**src/rtl/pic_pkg.sv**
```systemverilog
// pic_pkg: shared types and constants for the PIC interrupt-acknowledge logic.
//   state_t       - handshake sequencer states
//   LVL_W         - width of a request level index
//   SPURIOUS_LVL  - level reported when an INTA finds nothing to acknowledge
//   rank_of()     - priority rank of a level given the lowest-priority pointer
package pic_pkg;

  localparam int LVL_W = 3;
  localparam logic [LVL_W-1:0] SPURIOUS_LVL = 3'd7;

  typedef enum logic [1:0] {
    IDLE = 2'd0,
    REQ  = 2'd1,
    ACK1 = 2'd2,
    VEC  = 2'd3
  } state_t;

  // Rank 0 is the level just above lp; wraps modulo 8 through 3-bit arithmetic.
  function automatic logic [LVL_W-1:0] rank_of(input logic [LVL_W-1:0] lvl,
                                               input logic [LVL_W-1:0] lp);
    return lvl - lp - 3'd1;
  endfunction

endpackage

```
**src/rtl/pic_inta_sequencer_if.sv**
```systemverilog
// pic_inta_sequencer_if: CPU-side interrupt handshake bus.
//   inta    - one-cycle strobe per CPU INTA pulse (CPU -> PIC)
//   int_out - interrupt request to the CPU       (PIC -> CPU)
//   dout    - vector byte                         (PIC -> CPU)
//   dout_en - vector valid / bus drive enable     (PIC -> CPU)
// master: CPU side, slave: PIC side.
interface pic_inta_sequencer_if;
  logic       inta;
  logic       int_out;
  logic [7:0] dout;
  logic       dout_en;

  modport master (output inta, input int_out, input dout, input dout_en);
  modport slave  (input inta, output int_out, output dout, output dout_en);
endinterface

```
**src/rtl/pic_prio_rank.sv**
```systemverilog
// pic_prio_rank: rotating priority encoder.
//   req   in 8  - request vector, bit i is level i
//   lp    in 3  - lowest-priority level; level lp+1 is searched first
//   valid out 1 - at least one bit of req is set
//   level out 3 - highest-ranked set level (0 when valid is low)
module pic_prio_rank
  import pic_pkg::*;
(
  input  logic [7:0]       req,
  input  logic [LVL_W-1:0] lp,
  output logic             valid,
  output logic [LVL_W-1:0] level
);

  logic [LVL_W-1:0] idx;
  logic             hit;

  // Scan from lowest rank to highest so the highest-ranked hit is written last.
  always_comb begin
    valid = 1'b0;
    level = 3'd0;
    idx   = 3'd0;
    hit   = 1'b0;
    for (int k = 7; k >= 0; k--) begin
      idx   = lp + 3'd1 + 3'(k);
      hit   = req[idx];
      valid = valid | hit;
      level = hit ? idx : level;
    end
  end

endmodule

```
**src/rtl/pic_inta_sequencer.sv**
```systemverilog
// pic_inta_sequencer: interrupt-acknowledge side of the PIC.
// Resolves the winning request against the in-service register, raises
// int_out, runs the two-strobe INTA handshake, and owns the ISR, EOI handling
// (specific, non-specific, automatic) and priority rotation.
//   clk, rst           - clock, synchronous active-high reset
//   irr      in 8      - masked pending requests
//   irr_clr  out 8     - one-cycle one-hot clear of the acknowledged IRR bit
//   vec_base in 5      - upper five vector bits
//   aeoi, rotate in 1  - automatic EOI mode, rotate-on-EOI mode
//   eoi, seoi in 1     - non-specific / specific EOI strobes
//   seoi_lvl in 3      - level targeted by seoi
//   isr      out 8     - in-service register
//   bus                - CPU handshake (inta, int_out, dout, dout_en)
module pic_inta_sequencer
  import pic_pkg::*;
#(
  parameter int N_IRQ          = 8,
  parameter int TIMEOUT_CYCLES = 255
) (
  input  logic                 clk,
  input  logic                 rst,
  input  logic [N_IRQ-1:0]     irr,
  output logic [N_IRQ-1:0]     irr_clr,
  input  logic [4:0]           vec_base,
  input  logic                 aeoi,
  input  logic                 rotate,
  input  logic                 eoi,
  input  logic                 seoi,
  input  logic [LVL_W-1:0]     seoi_lvl,
  output logic [N_IRQ-1:0]     isr,
  pic_inta_sequencer_if.slave  bus
);

  localparam logic [7:0] TMO_LIMIT = 8'(TIMEOUT_CYCLES);

  state_t           state_r, state_s;
  logic [LVL_W-1:0] lp_r, lp_s;
  logic [LVL_W-1:0] lvl_r, lvl_s;
  logic             spur_r, spur_s;
  logic [7:0]       tmo_r, tmo_s;
  logic [7:0]       isr_r, isr_s;
  logic [7:0]       irr_clr_r, irr_clr_s;
  logic [7:0]       dout_r, dout_s;
  logic             dout_en_r, dout_en_s;
  logic             int_out_r, int_out_s;

  logic             irr_vld_s, isr_vld_s;
  logic [LVL_W-1:0] irr_lvl_s, isr_lvl_s;
  logic             qual_s;

  pic_prio_rank u_irr_rank (
    .req   (irr),
    .lp    (lp_r),
    .valid (irr_vld_s),
    .level (irr_lvl_s)
  );

  pic_prio_rank u_isr_rank (
    .req   (isr_r),
    .lp    (lp_r),
    .valid (isr_vld_s),
    .level (isr_lvl_s)
  );

  // Fully nested: the best request must outrank every level already in service.
  assign qual_s = irr_vld_s &
                  (~isr_vld_s | (rank_of(irr_lvl_s, lp_r) < rank_of(isr_lvl_s, lp_r)));

  // Next-state, ISR/rotation update and registered-output values.
  always_comb begin
    state_s   = state_r;
    lp_s      = lp_r;
    lvl_s     = lvl_r;
    spur_s    = spur_r;
    tmo_s     = tmo_r;
    isr_s     = isr_r;
    irr_clr_s = 8'd0;
    dout_s    = 8'd0;
    dout_en_s = 1'b0;
    int_out_s = 1'b0;

    // EOI clears are applied before any same-cycle ISR set below.
    if (seoi) begin
      isr_s[seoi_lvl] = 1'b0;
    end else if (eoi && isr_vld_s) begin
      isr_s[isr_lvl_s] = 1'b0;
      lp_s = rotate ? isr_lvl_s : lp_r;
    end else begin
      lp_s = lp_r;
    end

    case (state_r)
      IDLE, REQ: begin
        if (bus.inta) begin
          state_s = ACK1;
          tmo_s   = 8'd0;
          if (qual_s) begin
            lvl_s            = irr_lvl_s;
            spur_s           = 1'b0;
            isr_s[irr_lvl_s] = 1'b1;
            irr_clr_s        = 8'd1 << irr_lvl_s;
          end else begin
            lvl_s  = SPURIOUS_LVL;
            spur_s = 1'b1;
          end
        end else if (qual_s) begin
          state_s   = REQ;
          int_out_s = 1'b1;
        end else begin
          state_s = IDLE;
        end
      end
      ACK1: begin
        if (bus.inta) begin
          state_s   = VEC;
          dout_s    = {vec_base, lvl_r};
          dout_en_s = 1'b1;
          if (aeoi && !spur_r) begin
            isr_s[lvl_r] = 1'b0;
            lp_s = rotate ? lvl_r : lp_s;
          end else begin
            lp_s = lp_s;
          end
        end else if (tmo_r == TMO_LIMIT) begin
          state_s = IDLE;
        end else begin
          tmo_s = tmo_r + 8'd1;
        end
      end
      VEC: begin
        state_s = IDLE;
      end
      default: begin
        state_s = IDLE;
      end
    endcase
  end

  // State and output registers with synchronous reset.
  always_ff @(posedge clk) begin
    if (rst) begin
      state_r   <= IDLE;
      lp_r      <= 3'd7;
      lvl_r     <= 3'd0;
      spur_r    <= 1'b0;
      tmo_r     <= 8'd0;
      isr_r     <= 8'd0;
      irr_clr_r <= 8'd0;
      dout_r    <= 8'd0;
      dout_en_r <= 1'b0;
      int_out_r <= 1'b0;
    end else begin
      state_r   <= state_s;
      lp_r      <= lp_s;
      lvl_r     <= lvl_s;
      spur_r    <= spur_s;
      tmo_r     <= tmo_s;
      isr_r     <= isr_s;
      irr_clr_r <= irr_clr_s;
      dout_r    <= dout_s;
      dout_en_r <= dout_en_s;
      int_out_r <= int_out_s;
    end
  end

  assign isr         = isr_r;
  assign irr_clr     = irr_clr_r;
  assign bus.int_out = int_out_r;
  assign bus.dout    = dout_r;
  assign bus.dout_en = dout_en_r;

endmodule

```
**src/flat_wrapper.sv**
```systemverilog
// flat-port wrapper written by rule: the top's interface ports become plain ports
module pic_inta_sequencer_flat import pic_pkg::*;
#(
  parameter int N_IRQ          = 8,
  parameter int TIMEOUT_CYCLES = 255
)
  (clk, rst, irr, irr_clr, vec_base, aeoi, rotate, eoi, seoi, seoi_lvl, isr, bus_inta, bus_int_out, bus_dout, bus_dout_en);
  pic_inta_sequencer_if bus_i ();
  input  logic clk;
  input  logic rst;
  input  logic [N_IRQ-1:0] irr;
  output logic [N_IRQ-1:0] irr_clr;
  input  logic [4:0] vec_base;
  input  logic aeoi;
  input  logic rotate;
  input  logic eoi;
  input  logic seoi;
  input  logic [LVL_W-1:0] seoi_lvl;
  output logic [N_IRQ-1:0] isr;
  input wire logic [$bits(bus_i.inta)-1:0] bus_inta;
  output wire logic [$bits(bus_i.int_out)-1:0] bus_int_out;
  output wire logic [$bits(bus_i.dout)-1:0] bus_dout;
  output wire logic [$bits(bus_i.dout_en)-1:0] bus_dout_en;
  assign bus_i.inta = bus_inta;
  assign bus_int_out = bus_i.int_out;
  assign bus_dout = bus_i.dout;
  assign bus_dout_en = bus_i.dout_en;
  pic_inta_sequencer #(.N_IRQ(N_IRQ), .TIMEOUT_CYCLES(TIMEOUT_CYCLES)) u_core (.clk(clk), .rst(rst), .irr(irr), .irr_clr(irr_clr), .vec_base(vec_base), .aeoi(aeoi), .rotate(rotate), .eoi(eoi), .seoi(seoi), .seoi_lvl(seoi_lvl), .isr(isr), .bus(bus_i));
endmodule
```
**config.mk**
```make
export PLATFORM = sky130hd
export DESIGN_NAME = pic_inta_sequencer_flat
export DESIGN_NICKNAME = d
export VERILOG_FILES = /design/src/rtl/pic_pkg.sv /design/src/rtl/pic_inta_sequencer_if.sv /design/src/rtl/pic_prio_rank.sv /design/src/rtl/pic_inta_sequencer.sv /design/src/flat_wrapper.sv
export SDC_FILE = /design/constraint.sdc
export NUM_CORES = 1
export LEC_CHECK = 0
export ABC_AREA = 0
export CELL_PAD_IN_SITES_DETAIL_PLACEMENT = 1
export CELL_PAD_IN_SITES_GLOBAL_PLACEMENT = 2
export CORE_MARGIN = 8
export CORE_UTILIZATION = 34
export DETAILED_ROUTE_END_ITERATION = 6
export GPL_ROUTABILITY_DRIVEN = 0
export PLACE_DENSITY_LB_ADDON = 0.1
export SLEW_MARGIN = 40
export SYNTH_ARGS = -nofsm -noshare
export SYNTH_HDL_FRONTEND = slang
export SYNTH_SLANG_ARGS = --single-unit
```
**constraint.sdc**
```tcl
create_clock -name clk -period 5.6 [get_ports clk]
set_input_delay 0.56 -clock clk [delete_from_list [all_inputs] [get_ports clk]]
set_output_delay 0.56 -clock clk [all_outputs]
set_load 0.02 [all_outputs]
```
==> qor.yml <==
die:
  fp.dieW_um: 118
  die_area_um2: 14000
  die_h_um: 118
  start_util_pct: 34.7
  rows: 37
  coreArea_um2: 10200
  ios: 49
critical_path:
  path_cells: "buf_4 -> ha_1 -> xnor3_2 -> mux2i_1 -> nand2b_1 -> a21oi_1 -> or3b_1 -> mux2_4 -> clkinv_4 -> ha_1 -> fa_1 -> xor2_1 -> xnor2_1 -> ha_1 -> a21oi_1 -> o211a_4 -> and2b_4 -> nand2_4 -> nor3_1"
  worst-path-max-fanout: 13
  worst_path_most_repeated_cell: "ha_1"
  max_stage_delay_ns: 0.58
  r2r-end: "u_core.irr_clr[0]"
  crit_required_ns: 5.79
  critPathCaptureType: "register"
  arrival_ns: 5.27
  cpMaxStageDelayCell: "xnor3_2"
  setup.worst_path.start_class: "register"
  worstRegToRegCells: 19
  timing.rr.start: "u_core.lp_r[0]"
  r2r_setup_slack_ns: 0.52
  critPathKind: "register to register"
clock_tree:
  cts_setup_buffers: 0
  root_buffer: "clkbuf_8"
  clkTransAtPathRegs_ns: 0.09
  cts_resized: 0
  cts_sinks: 43
  insertion_delay_ns: 0.30
  cts_tree: "yes"
  holdBufCountCts: 0
  cts_made_buffers: 5
  clock_path_buffers: 2
  htreeDepth: 2
global_route:
  antenna_found_initial: 0
  gr-usage-met3_pct: 2.62
  use_met1_pct: 19.6
  grt_start_max_net_pins: 37
  grt_use_met2_pct: 26.6
  grt_pass1_vias: 3414
  grt.busiest_layer: "met2"
  grt_pass1_wl_um: 18000
  track_usage_pct: 15.5
  gr-total-overflow: 0
timing:
  setup_violations: 0
  timing.final.crit_share_pct: 90.7
  drv_slew: 0
  tightest_slew_ns: 0.738
  slew_headroom_pct: 50.6
  fin_crit_ns: 5.08
  hold_violations: 0
  finalClockSkew_ns: 0.0106
  rsz0062_at_grt: "no"
  timing.setup.tns_ns: 0
  holdWs_ns: 0.478
  fmax_mhz: 197
synth:
  synthFlopType: "dfxtp_1"
  synth_seq_cells: 43
  synth_area_um2: 3550
  synth_nets: 419
  avgSynthCellArea_um2: 9.18
  synthArstFlopShare_pct: 0
  yosys_warnings: 0
  synth_cell_types: 78
  synth_edf_count: 0
  yosys.area.top_type: "dfxtp_1"
  synth_top_area_share_pct: 24.2
  synth_area_leaders: "dfxtp_1 (24%), mux4_2 (10%), mux2i_1 (4.8%)"
  synth_cells: 387
  yosysSeqAreaShare_pct: 24.2
finish:
  drive_gt1_share_pct: 14.8
  layout_common_cells: "clkdlybuf4s50_1 (48), dfxtp_1 (43), nor2_1 (39)"
  syn_to_final_growth_pct: 20.0
  nets: 463
  num-fill-cells: 1205
  diodes: 0
  final_common_cell: "clkdlybuf4s50_1"
worst_hold_path:
  hold_depth: 2
  holdCritPathClass: "register to register"
  worstHoldStart: "u_core.tmo_r[1]"
  whs_endpoint: "u_core.tmo_r[1]"
status:
  status: "finished clean"
route:
  drtIter0Drc: 218
  drc: 0
  vias: 3222
  via_per_inst: 5.67
  ant_nets: 0
  wirelength_um: 10800
  drtPass1Iterations: 4
  wl_per_cell_um: 19.0
run:
  maxCapViolCount: 0
place:
  io_buffers: 48
  dp_hpwl_um: 8510
==> worst max-delay path: cells and delay by family (launching register included) <==
family,cells,cell delay [ns]
fa+ha+maj,4,1.24
simple gates,5,1.11
xor+xnor,3,0.88
mux,2,0.60
compound gates,3,0.48
flops,1,0.36
buf+inv,2,0.32
==> per-stage QoR <==
step / instance area [µm²] / setup WS [ns] / cells / util (%)
global route: 4260 / 0.210 / 568 / 41.7
floorplan: 3550 / 0.502 / 387 / -
detailed placement: 4160 / 0.490 / 560 / 40.7
finish: 4260 / 0.521 / 568 / 41.7
global placement: 4160 / 0.597 / 560 / 40.7
CTS: 4260 / 0.549 / 568 / 41.7
==> kinds of logic after synthesis <==
kind of cell | count (synthesis) | share of synthesized area (%)
AOI/OAI and AO/OA | 97 | 19.6
xor gates and xnor gates | 14 | 4.26
adders and majority gates | 9 | 3.59
buffers and inverters | 33 | 5.04
DFF | 43 | 24.2
muxes | 45 | 20.3
and+or+nand+nor | 146 | 23.0
==> worst max-delay path by stage <==
stage                    from  slack (ns)                 to
3_3_place_gp           irr[2]        0.60      u_core.isr[0]
5_1_grt        u_core.lp_r[0]        0.21      u_core.isr[0]
2_1_floorplan  u_core.lp_r[0]        0.50      u_core.isr[3]
3_5_place_dp           irr[2]        0.49      u_core.isr[0]
6_report       u_core.lp_r[0]        0.52  u_core.irr_clr[0]
4_1_cts        u_core.lp_r[0]        0.55  u_core.irr_clr[0]
==> registers in the layout, summed over array words and instances, names as in the netlist <==
signal / cells
u_core.irr_clr: 8
u_core.isr: 8
u_core.tmo_r: 8
u_core.state_r: 2
u_core.spur_r: 1
u_core.bus.dout: 8
u_core.bus.int_out: 1
u_core.lp_r: 3
u_core.bus.dout_en: 1
u_core.lvl_r: 3
==> cell type report <==
| cell class | count | area, µm² | share of cell area [%] |
|---|---|---|---|
| well taps | 136 | 170 | 3.99 |
| clock inverters | 1 | 7.51 | 0.176 |
| clock buffers | 7 | 96.3 | 2.26 |
| inverters | 13 | 53.8 | 1.26 |
| repair buffers | 57 | 561 | 13.1 |
| flip-flops and latches | 43 | 861 | 20.2 |
| multi-input cells | 311 | 2510 | 59.0 |
==> metal layers <==
layer	vias up	wire length, µm
met5	-	0
met4	0	144
met3	10	351
li1	1549	-
met1	1613	4990
met2	50	5300
==> synth_stat cells, drive strengths merged, types with 2 or more instances <==
cell type,number
clkbuf,8
a21o,4
o22ai,2
o311ai,3
a311oi,4
a31oi,3
o22a,3
xnor3,2
and2,14
nor3,19
o2111ai,3
mux2i,18
nor4,6
o211a,2
nor2,39
nand4,5
nand3b,3
nor3b,4
a22oi,2
ha,7
a221oi,2
a21boi,3
clkinv,3
a21oi,22
xor2,5
mux4,19
fa,2
o21bai,2
dfxtp,43
xnor2,7
nor2b,2
a211oi,2
nand3,16
o31ai,5
o21a,2
buf,12
o21ai,21
o211ai,4
and3,2
mux2,8
nand2,21
a2111oi,2
nand2b,10
inv,10
Power is left out: the tool's default activity adds up to more than one toggle a clock period on the data nets, which glitch-free logic cannot reach.
